[config.mk]
export PLATFORM = sky130hd
export DESIGN_NAME = pwm_ramp_ctrl
export DESIGN_NICKNAME = d
export VERILOG_FILES = /design/src/rtl/pwm_pkg.sv /design/src/rtl/pwm_frame_cnt.sv /design/src/rtl/pwm_ramp_ctrl.sv
export SDC_FILE = /design/constraint.sdc
export NUM_CORES = 1
export LEC_CHECK = 0
export CORE_MARGIN = 5
export CORE_UTILIZATION = 35
export CTS_BUF_LIST = sky130_fd_sc_hd__clkbuf_2
export DETAILED_ROUTE_END_ITERATION = 10
export MAX_ROUTING_LAYER = met4
export PLACE_DENSITY_LB_ADDON = 0.12
export SYNTH_ARGS = -nofsm -noshare
export SYNTH_HDL_FRONTEND = slang
export SYNTH_SLANG_ARGS = --single-unit
export TNS_END_PERCENT = 1
[constraint.sdc]
create_clock -name clk_in -period 3.8 [get_ports clk_in]
set_input_delay 0.76 -clock clk_in [delete_from_list [all_inputs] [get_ports clk_in]]
set_output_delay 0.76 -clock clk_in [all_outputs]
set_load 0.01 [all_outputs]
[src/rtl/pwm_pkg.sv]
// Shared constants and FSM state type for the pwm block family.
package pwm_pkg;

  localparam int unsigned DEF_DUTY_W = 4;
  localparam int unsigned DEF_STEP_W = 4;
  localparam int unsigned FRAME_LAST = (1 << DEF_DUTY_W) - 1;

  typedef enum logic [1:0] {
    ST_IDLE = 2'd0,
    ST_RAMP = 2'd1,
    ST_DONE = 2'd2
  } ramp_state_e;

  // Last count value of a frame for a counter of width w.
  function automatic int unsigned frame_last(input int unsigned w);
    return (1 << w) - 1;
  endfunction

endpackage

[src/rtl/pwm_frame_cnt.sv]
// Free-running frame counter; frame_end_out is high on the last cycle of each frame.
module pwm_frame_cnt
  import pwm_pkg::*;
#(
  parameter int unsigned W = DEF_DUTY_W
) (
  input  logic clk_in,
  input  logic rst_n_in,
  output logic frame_end_out
);

  localparam logic [W-1:0] PRE_LAST = W'(frame_last(W) - 1);

  logic [W-1:0] count;

  // frame_end is registered one count early so it lines up with count == last.
  always_ff @(posedge clk_in or negedge rst_n_in) begin
    if (!rst_n_in) begin
      count         <= '0;
      frame_end_out <= 1'b0;
    end else begin
      count         <= count + W'(1);
      frame_end_out <= (count == PRE_LAST);
    end
  end

endmodule

[src/rtl/pwm_ramp_ctrl.sv]
// Steps the pwm duty one LSB per N frames toward a target, changing only at frame boundaries.
// Optional abort input is enabled with `define PWM_RAMP_ABORT_EN.
module pwm_ramp_ctrl
  import pwm_pkg::*;
#(
  parameter int unsigned DUTY_W = DEF_DUTY_W,
  parameter int unsigned STEP_W = DEF_STEP_W
) (
  input  logic              clk_in,
  input  logic              rst_n_in,
  input  logic              start_in,
  input  logic [DUTY_W-1:0] target_in,
  input  logic [STEP_W-1:0] step_frames_in,
`ifdef PWM_RAMP_ABORT_EN
  input  logic              abort_in,
`endif
  output logic              start_ready_out,
  output logic [DUTY_W-1:0] duty_out,
  output logic              frame_end_out,
  output logic              busy_out,
  output logic              done_out
);

  localparam int unsigned SC_W = STEP_W + 1;

  ramp_state_e       state_q, state_d;
  logic [DUTY_W-1:0] duty_d, target_q, target_d, duty_step;
  logic [STEP_W-1:0] step_q, step_d, step_cnt_q, step_cnt_d;
  logic [SC_W-1:0]   step_eff, step_cnt_inc;

  pwm_frame_cnt #(.W(DUTY_W)) u_frame_cnt (
    .clk_in       (clk_in),
    .rst_n_in     (rst_n_in),
    .frame_end_out(frame_end_out)
  );

  // Next-state and datapath; a step of 0 behaves as 1.
  always_comb begin
    state_d      = state_q;
    duty_d       = duty_out;
    target_d     = target_q;
    step_d       = step_q;
    step_cnt_d   = step_cnt_q;
    step_eff     = (step_q == '0) ? SC_W'(1) : {1'b0, step_q};
    step_cnt_inc = {1'b0, step_cnt_q} + SC_W'(1);
    duty_step    = (target_q > duty_out) ? duty_out + DUTY_W'(1) : duty_out - DUTY_W'(1);

    unique case (state_q)
      ST_IDLE: begin
        if (start_in) begin
          target_d   = target_in;
          step_d     = step_frames_in;
          step_cnt_d = '0;
          state_d    = (target_in == duty_out) ? ST_DONE : ST_RAMP;
        end
      end
      ST_RAMP: begin
        if (frame_end_out) begin
          if (step_cnt_inc >= step_eff) begin
            duty_d     = duty_step;
            step_cnt_d = '0;
            if (duty_step == target_q) state_d = ST_DONE;
          end else begin
            step_cnt_d = step_cnt_inc[STEP_W-1:0];
          end
        end
      end
      ST_DONE: state_d = ST_IDLE;
      default: state_d = ST_IDLE;
    endcase

`ifdef PWM_RAMP_ABORT_EN
    // Abort wins over a step update landing on the same edge.
    if ((state_q == ST_RAMP) && abort_in) begin
      duty_d     = '0;
      step_cnt_d = '0;
      state_d    = ST_IDLE;
    end
`endif
  end

  // State, datapath and registered status outputs derived from the next state.
  always_ff @(posedge clk_in or negedge rst_n_in) begin
    if (!rst_n_in) begin
      state_q         <= ST_IDLE;
      duty_out        <= '0;
      target_q        <= '0;
      step_q          <= '0;
      step_cnt_q      <= '0;
      start_ready_out <= 1'b1;
      busy_out        <= 1'b0;
      done_out        <= 1'b0;
    end else begin
      state_q         <= state_d;
      duty_out        <= duty_d;
      target_q        <= target_d;
      step_q          <= step_d;
      step_cnt_q      <= step_cnt_d;
      start_ready_out <= (state_d == ST_IDLE);
      busy_out        <= (state_d != ST_IDLE);
      done_out        <= (state_d == ST_DONE);
    end
  end

endmodule

==> flow_summary.json, run 1 <==
{
  "outcome": "finished, final reports clean",
  "cts_made_buffers": 3,
  "port_buffers": 18,
  "slew_viol_final": 0,
  "syn_inst": 134,
  "critPathCaptureType": "flip-flop",
  "setup_tns_ns": 0,
  "required_ns": 4.09,
  "intPower_mw": 0.878,
  "die-area_um2": 5410,
  "yosysUniqueCellTypes": 31,
  "rsz0062_at_grt": "false",
  "cp_top_family": "compound AO/OA/AOI/OAI gates",
  "yosysWarnings": 0,
  "hold_buffers": 0,
  "rows": 23,
  "crit_fanout": 5,
  "finalWirelength_um": 2710,
  "switchingPower_mw": 0.601,
  "hold_viol": 0,
  "start_util": 0.356,
  "ys.flop_type": "dfrtp_1",
  "fp.dieW_um": 73.6,
  "worst_pin_slew_ns": 0.616,
  "cts_tree": "yes",
  "worst_hold_path_type": "reg -> reg",
  "via_count": 978,
  "die_height_um": 73.6,
  "cts_root_buf": "clkbuf_2",
  "area_growth_pct": 20.2,
  "min_period_ns": 2.83,
  "cts_max_level": 1,
  "syn_area_um2": 1420,
  "nets": 181,
  "synth-seq-area-share": 0.461,
  "p_leak_nw": 0.770,
  "fin_ws_ns": 0.968,
  "max_freq_mhz": 353,
  "fin_total_pwr_mw": 1.48,
  "place_hpwl_um": 2100,
  "wl_per_cell_um": 13.2,
  "post-route-period-util": 0.745,
  "grt_pass1_vias": 1069,
  "synth.avg_cell_area_um2": 10.6,
  "p_sw_frac": 0.406,
  "dp_slack_ns": 0.987,
  "power.density_nw_per_um2": 870,
  "critPathArrivalTime_ns": 3.12,
  "gp_routability_congestion": 0.779,
  "clk_pin_slew_worst_paths_ns": 0.28,
  "async_reset_ff_frac": 1.00,
  "grtUsageTotal": 0.118,
  "seq_power_share": 0.302,
  "synth_edf_count": 0,
  "clock_power_share": 0.121,
  "firstDrtPassIters": 4,
  "drive_gt1_frac": 0.0968,
  "grt_max_degree": 27,
  "crit_slowest_cell": "dfrtp_1",
  "antenna_found_initial": 0,
  "synth.net_count": 159,
  "pin_count": 19,
  "diodes": 0,
  "grt_pass1_wl_um": 4830,
  "worstSetupPathType": "reg -> reg",
  "peakVddDrop_mv": 0.481,
  "synth-seq-cells": 26,
  "critical-path-max-stage-delay_ns": 0.49,
  "gr-total-overflow": 0,
  "route.detailed.drc": 0,
  "cts_resized": 0,
  "via_per_inst": 4.77,
  "cts.sinks": 26,
  "core_area_um2": 3970,
  "detail-route-antenna-nets": 0,
  "maxCapViolCount": 0,
  "post_cts_buffers": 0,
  "maxSlewHeadroom": 0.589,
  "initialDrtViolationCount": 37,
  "finalClockSkew_ns": 0.0249,
  "clock_path_buffers": 2,
  "cp_num_buf_inv": 2,
  "setup_viol": 0,
  "path_cells": "inv_1, ha_1, nor2b_1, o211ai_1, a21oi_2, inv_1, ha_1, a21o_1, a21oi_2, xnor2_1, xnor2_1, nand3_1, o21ai_1",
  "pwr-share-comb": 0.578,
  "start_kind": "flip-flop",
  "clkLatencyLatePin_ns": 0.37
}
[synth_stat cells (2+ instances only)]
cell	n	area share
nand2_1	14	0.037
nor2b_1	2	0.0088
o21ai_0	10	0.035
xnor2_1	10	0.062
o21ai_1	2	0.0071
dfrtp_1	25	0.44
a21oi_2	2	0.012
and2_1	2	0.0088
o211ai_1	3	0.016
nand2b_1	3	0.013
buf_2	2	0.0071
xor2_1	7	0.043
inv_1	13	0.034
nand3_1	3	0.011
ha_1	13	0.11
mux2_2	4	0.032
nor2_1	5	0.013
[state kept, by name, summed over array words and instances (netlist names)]
signal,count
done_out,1
target_q,4
u_frame_cnt.count,4
step_q,4
duty_out,4
start_ready_out,1
busy_out,1
step_cnt_q,4
u_frame_cnt.frame_end_out,1
state_q,2
[final cells by class]
type                            count  area (um2)
Clock buffer                        3        15.0
Timing Repair Buffer               19         188
Sequential cell                    26         652
Inverter                           13        48.8
Tap cell                           50        62.6
Fill cell                         383        2270
Multi-Input combinational cell     93         704
Clock inverter                      1        30.0
[final timing paths]
check | depth (start not counted) | slack, ns | from | endpoint
min in group asynchronous | 2 | 0.71 | rst_n_in | step_cnt_q[0]
worst min register to register | 1 | 0.48 | u_frame_cnt.count[3] | u_frame_cnt.count[3]
worst max register to register | 13 | 0.97 | duty_out[1] | done_out
worst min-delay path | 1 | 0.48 | u_frame_cnt.count[3] | u_frame_cnt.count[3]
max in group asynchronous | 2 | 2.76 | rst_n_in | start_ready_out
worst max-delay path | 13 | 0.97 | duty_out[1] | done_out
[per-layer routing]
layer  vias to the layer above  wire length [um]  part of all wire  track usage
met3                         2                74             0.027       0.0205
met1                       474              1300              0.48        0.145
met2                        13              1310              0.48        0.198
met4                         0                19            0.0070       0.0362
met5                         -                 0                 0            -
li1                        489                 -                 -            -
[power by group through the flow]
stage | clock network [mW] | logic, mW | registers, mW
2_1_floorplan | 0 | 0.658 | 0.445
3_3_place_gp | 0 | 0.849 | 0.453
3_5_place_dp | 0 | 0.864 | 0.454
4_1_cts | 0.184 | 0.869 | 0.448
5_1_grt | 0.198 | 0.968 | 0.459
6_report | 0.178 | 0.854 | 0.446
[cells in the final DEF (no fill, tap or decap), types with 2 or more instances in the layout]
cell             netlist  final
a21oi_2                2      2
and2_1                 2      2
clkbuf_2               0      3
clkdlybuf4s50_1        0     18
dfrtp_1               25     25
ha_1                  13     13
inv_1                 13     13
mux2_2                 4      4
nand2_1               14     14
nand2b_1               3      3
nand3_1                3      3
nor2_1                 5      5
nor2b_1                2      2
o211ai_1               3      3
o21ai_0               10     10
o21ai_1                2      2
xnor2_1               10     10
xor2_1                 7      7
[metrics by stage]
stage	hold slack, ns	util	std cells	cell area (um2)
2_1_floorplan	0.438	-	134	1420
3_3_place_gp	0.452	0.417	201	1660
4_1_cts	0.488	0.428	205	1700
6_report	0.481	0.428	205	1700
3_5_place_dp	0.458	0.417	201	1660
5_1_grt	0.515	0.428	205	1700
[logic make-up (layout without fill, tap and decap cells)]
kind of cell | count (synthesis) | count (layout) | synth area share
AND/OR/NAND/NOR | 33 | 33 | 0.118
multiplexers | 4 | 4 | 0.0318
buffers and inverters | 15 | 36 | 0.0416
adder cells (fa/ha/maj) | 14 | 14 | 0.129
flip-flops | 26 | 26 | 0.461
XOR/XNOR | 17 | 17 | 0.105
AO/OA/AOI/OAI | 25 | 25 | 0.114
No activity file was read; power rests on OpenSTA's default activity.
==> run 2: changes to the inputs <==
==> constraint.sdc (replaced) <==
create_clock -name clk_in -period 2.37 [get_ports clk_in]
set_input_delay 0.474 -clock clk_in [delete_from_list [all_inputs] [get_ports clk_in]]
set_output_delay 0.474 -clock clk_in [all_outputs]
set_load 0.01 [all_outputs]
==> flow_summary.json, run 2 (synthesis gave the netlist of run 1 again) <==
{
  "r2r_start": "target_q[1]",
  "hold_buffers": 0,
  "cts_tree": "yes",
  "max_freq_mhz": 399,
  "pin_count": 19,
  "cp_num_buf_inv": 1,
  "gp_routability_congestion": 0.789,
  "crit_fanout": 3,
  "start_util": 0.356,
  "area_growth_pct": 33.2,
  "cts_made_buffers": 3,
  "reg2reg_slack_ns": -0.13,
  "r2r_end": "state_q[0]",
  "detail-route-antenna-nets": 0,
  "clkLatencyLatePin_ns": 0.35,
  "path_cells": "ha_1, nor2b_1, o211ai_1, a21oi_2, inv_2, ha_4, a21o_1, a21oi_2, xnor2_1, xnor2_1, nand3_1, o2bb2ai_1",
  "critPathCaptureType": "flip-flop",
  "setup_viol": 4,
  "fp.dieW_um": 73.6,
  "die-area_um2": 5410,
  "required_ns": 2.64,
  "start_kind": "flip-flop",
  "outcome": "finished, violations left",
  "final_area_um2": 1880,
  "wl_per_cell_um": 13.5,
  "setup.worst_path.start": "target_q[1]",
  "grt_pass1_wl_um": 5140,
  "fin_total_pwr_mw": 2.91,
  "rows": 23,
  "hold_viol": 0,
  "critical-path-max-stage-delay_ns": 0.45,
  "route.detailed.drc": 0,
  "peakVddDrop_mv": 0.977,
  "critPathArrivalTime_ns": 2.78,
  "grt_pass1_vias": 1120,
  "cp_num_cells": 12,
  "firstDrtPassIters": 4,
  "diodes": 0,
  "clock_path_buffers": 2,
  "rsz0062_at_grt": "true",
  "min_period_ns": 2.50,
  "mostFrequentLayoutCell": "dfrtp_1",
  "cp_top_family": "compound AO/OA/AOI/OAI gates",
  "clk_pin_slew_worst_paths_ns": 0.26,
  "fin_ws_ns": -0.135,
  "reg2regPathDepth": 12,
  "initialDrtViolationCount": 40,
  "cts_root_buf": "clkbuf_2",
  "via_per_inst": 4.68,
  "via_count": 1034,
  "crit_slowest_cell": "dfrtp_1",
  "post-route-period-util": 1.06,
  "port_buffers": 18,
  "cts.sinks": 26,
  "violations": "negative setup slack",
  "worst_pin_slew_ns": 0.394,
  "finalClockSkew_ns": 0.00371,
  "grtUsageTotal": 0.126,
  "whs_ns": 0.445,
  "fillers": 377,
  "p_leak_nw": 0.843,
  "core_area_um2": 3970,
  "place_hpwl_um": 2250,
  "final_cell_mix": "22 x dfrtp_1, 18 x clkdlybuf4s50_1, 17 x buf_4",
  "place_area_um2": 1750,
  "grt_max_degree": 27,
  "drive_gt1_frac": 0.251,
  "slew_viol_final": 0,
  "maxSlewHeadroom": 0.735,
  "nets": 197,
  "worstSetupPathType": "reg -> reg",
  "antenna_found_initial": 0,
  "worst_hold_path_type": "in -> async",
  "maxCapViolCount": 0,
  "die_height_um": 73.6,
  "gr-total-overflow": 0,
  "finalWirelength_um": 2980,
  "cts_max_level": 1,
  "power.density_nw_per_um2": 1550
}
==> run 2: cell count changes in the layout (fill, tap and decap cells not counted), sizes merged <==
cell  previous run  this run
buf              1        17
==> run 2: worst max path at each step <==
stage	end
floorplan	state_q[0]
global placement	state_q[0]
detailed placement	state_q[0]
CTS	state_q[0]
global route	state_q[0]
finish	state_q[0]
==> run 2: per-stage QoR <==
| stage | worst slack, ns | cells | utilization | setup TNS (ns) |
|---|---|---|---|---|
| after floorplan | -0.160 | 134 | - | -0.345 |
| after global placement | -0.0977 | 213 | 0.440 | -0.201 |
| after detailed placement | -0.178 | 213 | 0.440 | -0.428 |
| after CTS | -0.144 | 220 | 0.471 | -0.438 |
| after global routing | -0.293 | 221 | 0.474 | -1.09 |
| final | -0.135 | 221 | 0.474 | -0.410 |
==> run 2: cell type report <==
type	count	area, um2	share of cell area
multi-input combinational	93	764	0.406
sequential	26	656	0.348
timing repair buffer	35	308	0.163
tap	50	62.6	0.0332
inverter	13	48.8	0.0259
clock inverter	1	30.0	0.0159
clock buffer	3	15.0	0.00797
==> run 2: report_power, final <==
part	total (mW)	internal, mW	switching, mW	leakage [nW]
logic	1.95	1.06	0.891	0.500
registers	0.680	0.587	0.0922	0.316
clock network	0.284	0.145	0.138	0.0266
==> run 2: worst register-to-register path, stage by stage, from the launching register on <==
cell,delay (ns)
dfrtp_1,0.45
ha_1,0.28
nor2b_1,0.12
o211ai_1,0.10
a21oi_2,0.25
inv_2,0.10
ha_4,0.22
a21o_1,0.18
a21oi_2,0.15
xnor2_1,0.15
xnor2_1,0.14
nand3_1,0.13
o2bb2ai_1,0.15
==> run 2: metal layers <==
layer  global-route usage  vias up  share of wire
li1                     -      523              -
met1                0.154      494           0.44
met2                0.219       15           0.53
met3               0.0178        2          0.031
met4               0.0302        0         0.0034
met5                    -        -              0
==> run 2: timing repair <==
item | 4_1_cts | 5_1_grt
endpoints found under the setup margin | 4 | 4
buffers inserted | 3 | 1
resized for setup | 6 | 1
pin swaps | 10 | 5
==> run 3: changes to the inputs <==
--- a/config.mk
+++ b/config.mk
@@ -11,6 +11,7 @@
 export DETAILED_ROUTE_END_ITERATION = 10
 export MAX_ROUTING_LAYER = met4
 export PLACE_DENSITY_LB_ADDON = 0.12
+export RECOVER_POWER = 25
 export SYNTH_ARGS = -nofsm -noshare
 export SYNTH_HDL_FRONTEND = slang
 export SYNTH_SLANG_ARGS = --single-unit
==> flow_summary.json, run 3 (synthesis gave the netlist of run 1 again) <==
{
  "reg2regPathDepth": 12,
  "drive_gt1_frac": 0.246,
  "peakVddDrop_mv": 0.977,
  "min_period_ns": 2.51,
  "via_count": 1033,
  "worst_hold_path_type": "reg -> reg",
  "pin_count": 19,
  "clock_path_buffers": 2,
  "grt_pass1_vias": 1120,
  "reg2reg_slack_ns": -0.14,
  "crit_fanout": 3,
  "hold_path_end": "u_frame_cnt.count[0]",
  "nets": 197,
  "clk_pin_slew_worst_paths_ns": 0.26,
  "cts_tree": "yes",
  "fin_ws_ns": -0.135,
  "worstSetupPathType": "reg -> reg",
  "r2r_end": "state_q[0]",
  "die-area_um2": 5410,
  "setup.worst_path.start": "target_q[1]",
  "p_leak_nw": 0.839,
  "critPathCaptureType": "flip-flop",
  "slew_viol_final": 0,
  "required_ns": 2.64,
  "finalWirelength_um": 2980,
  "worst_pin_slew_ns": 1.46,
  "die_height_um": 73.6,
  "antenna_found_initial": 0,
  "cts_max_level": 1,
  "route.detailed.drc": 0,
  "core_area_um2": 3970,
  "start_kind": "flip-flop",
  "cts_made_buffers": 3,
  "place_area_um2": 1750,
  "r2r_start": "target_q[1]",
  "start_util": 0.356,
  "power.density_nw_per_um2": 1550,
  "max_freq_mhz": 399,
  "cts.sinks": 26,
  "hold_viol": 0,
  "port_buffers": 18,
  "via_per_inst": 4.67,
  "violations": "negative setup slack",
  "place_hpwl_um": 2250,
  "area_growth_pct": 32.9,
  "diodes": 0,
  "mostFrequentLayoutCell": "dfrtp_1",
  "min_path_cells": 1,
  "final_area_um2": 1880,
  "detail-route-antenna-nets": 0,
  "fillers": 379,
  "rows": 23,
  "final_cell_mix": "22 x dfrtp_1, 17 x clkdlybuf4s50_1, 16 x buf_4",
  "fp.dieW_um": 73.6,
  "setup_viol": 4,
  "outcome": "finished, violations left",
  "holdCritStartpoint": "u_frame_cnt.count[0]",
  "critPathArrivalTime_ns": 2.78,
  "grt_pass1_wl_um": 5140,
  "gp_routability_congestion": 0.789,
  "grt_max_degree": 27,
  "firstDrtPassIters": 4,
  "finalClockSkew_ns": 0.00367,
  "clkLatencyLatePin_ns": 0.35,
  "gr-total-overflow": 0,
  "rsz0062_at_grt": "true",
  "cts_root_buf": "clkbuf_2",
  "maxCapViolCount": 0,
  "initialDrtViolationCount": 40,
  "fin_total_pwr_mw": 2.91,
  "wl_per_cell_um": 13.5,
  "post-route-period-util": 1.06,
  "maxSlewHeadroom": 0.0291,
  "grtUsageTotal": 0.126
}
-- run 3: cell type report --
cell class	instances	area, um2	share of cell area
Multi-Input combinational cell	93	764	0.407
Sequential cell	26	656	0.349
Timing Repair Buffer	35	304	0.162
Tap cell	50	62.6	0.0333
Inverter	13	48.8	0.0259
Clock inverter	1	30.0	0.0160
Clock buffer	3	15.0	0.00798
-- run 3: worst max-delay path by stage --
stage / to / cells past startpoint
5_1_grt: state_q[0] / 12
2_1_floorplan: state_q[0] / 13
3_5_place_dp: state_q[0] / 11
3_3_place_gp: state_q[0] / 12
6_report: state_q[0] / 12
4_1_cts: state_q[0] / 13
-- run 3: power breakdown --
group	internal [mW]	total (mW)	leakage [nW]	switching, mW
Clock	0.145	0.284	0.0266	0.138
Sequential	0.587	0.680	0.316	0.0924
Combinational	1.06	1.95	0.497	0.891
Total	1.79	2.91	0.839	1.12
-- run 3: worst max-delay path: stages (launching register included) --
cell	delay, ns
dfrtp_1	0.45
ha_1	0.28
nor2b_1	0.12
o211ai_1	0.10
a21oi_2	0.25
inv_2	0.10
ha_4	0.22
a21o_1	0.18
a21oi_2	0.15
xnor2_1	0.15
xnor2_1	0.14
nand3_1	0.13
o2bb2ai_1	0.15
-- run 3: per-stage QoR --
| stage | hold slack [ns] | setup WS (ns) | util | cells | TNS (ns) |
|---|---|---|---|---|---|
| 3_5_place_dp | 0.462 | -0.178 | 0.440 | 213 | -0.428 |
| 5_1_grt | 0.527 | -0.293 | 0.474 | 221 | -1.09 |
| 4_1_cts | 0.421 | -0.144 | 0.471 | 220 | -0.438 |
| 3_3_place_gp | 0.452 | -0.0977 | 0.440 | 213 | -0.201 |
| 2_1_floorplan | 0.178 | -0.160 | - | 134 | -0.345 |
| 6_report | 0.487 | -0.135 | 0.474 | 221 | -0.409 |
-- run 3: routing by layer --
| metal | share of wire | track usage | vias to the layer above |
|---|---|---|---|
| met5 | 0 | - | - |
| met4 | 0.0034 | 0.0302 | 0 |
| met3 | 0.031 | 0.0178 | 2 |
| met2 | 0.52 | 0.219 | 15 |
| met1 | 0.44 | 0.154 | 493 |
| li1 | - | - | 523 |
-- run 3: timing repair --
item	4_1_cts	5_1_grt
pin swaps	10	5
gates resized for setup	6	1
hold buffers	0	0
buffers inserted	3	1
hold endpoints to repair	0	0
endpoints found under the setup margin	4	4
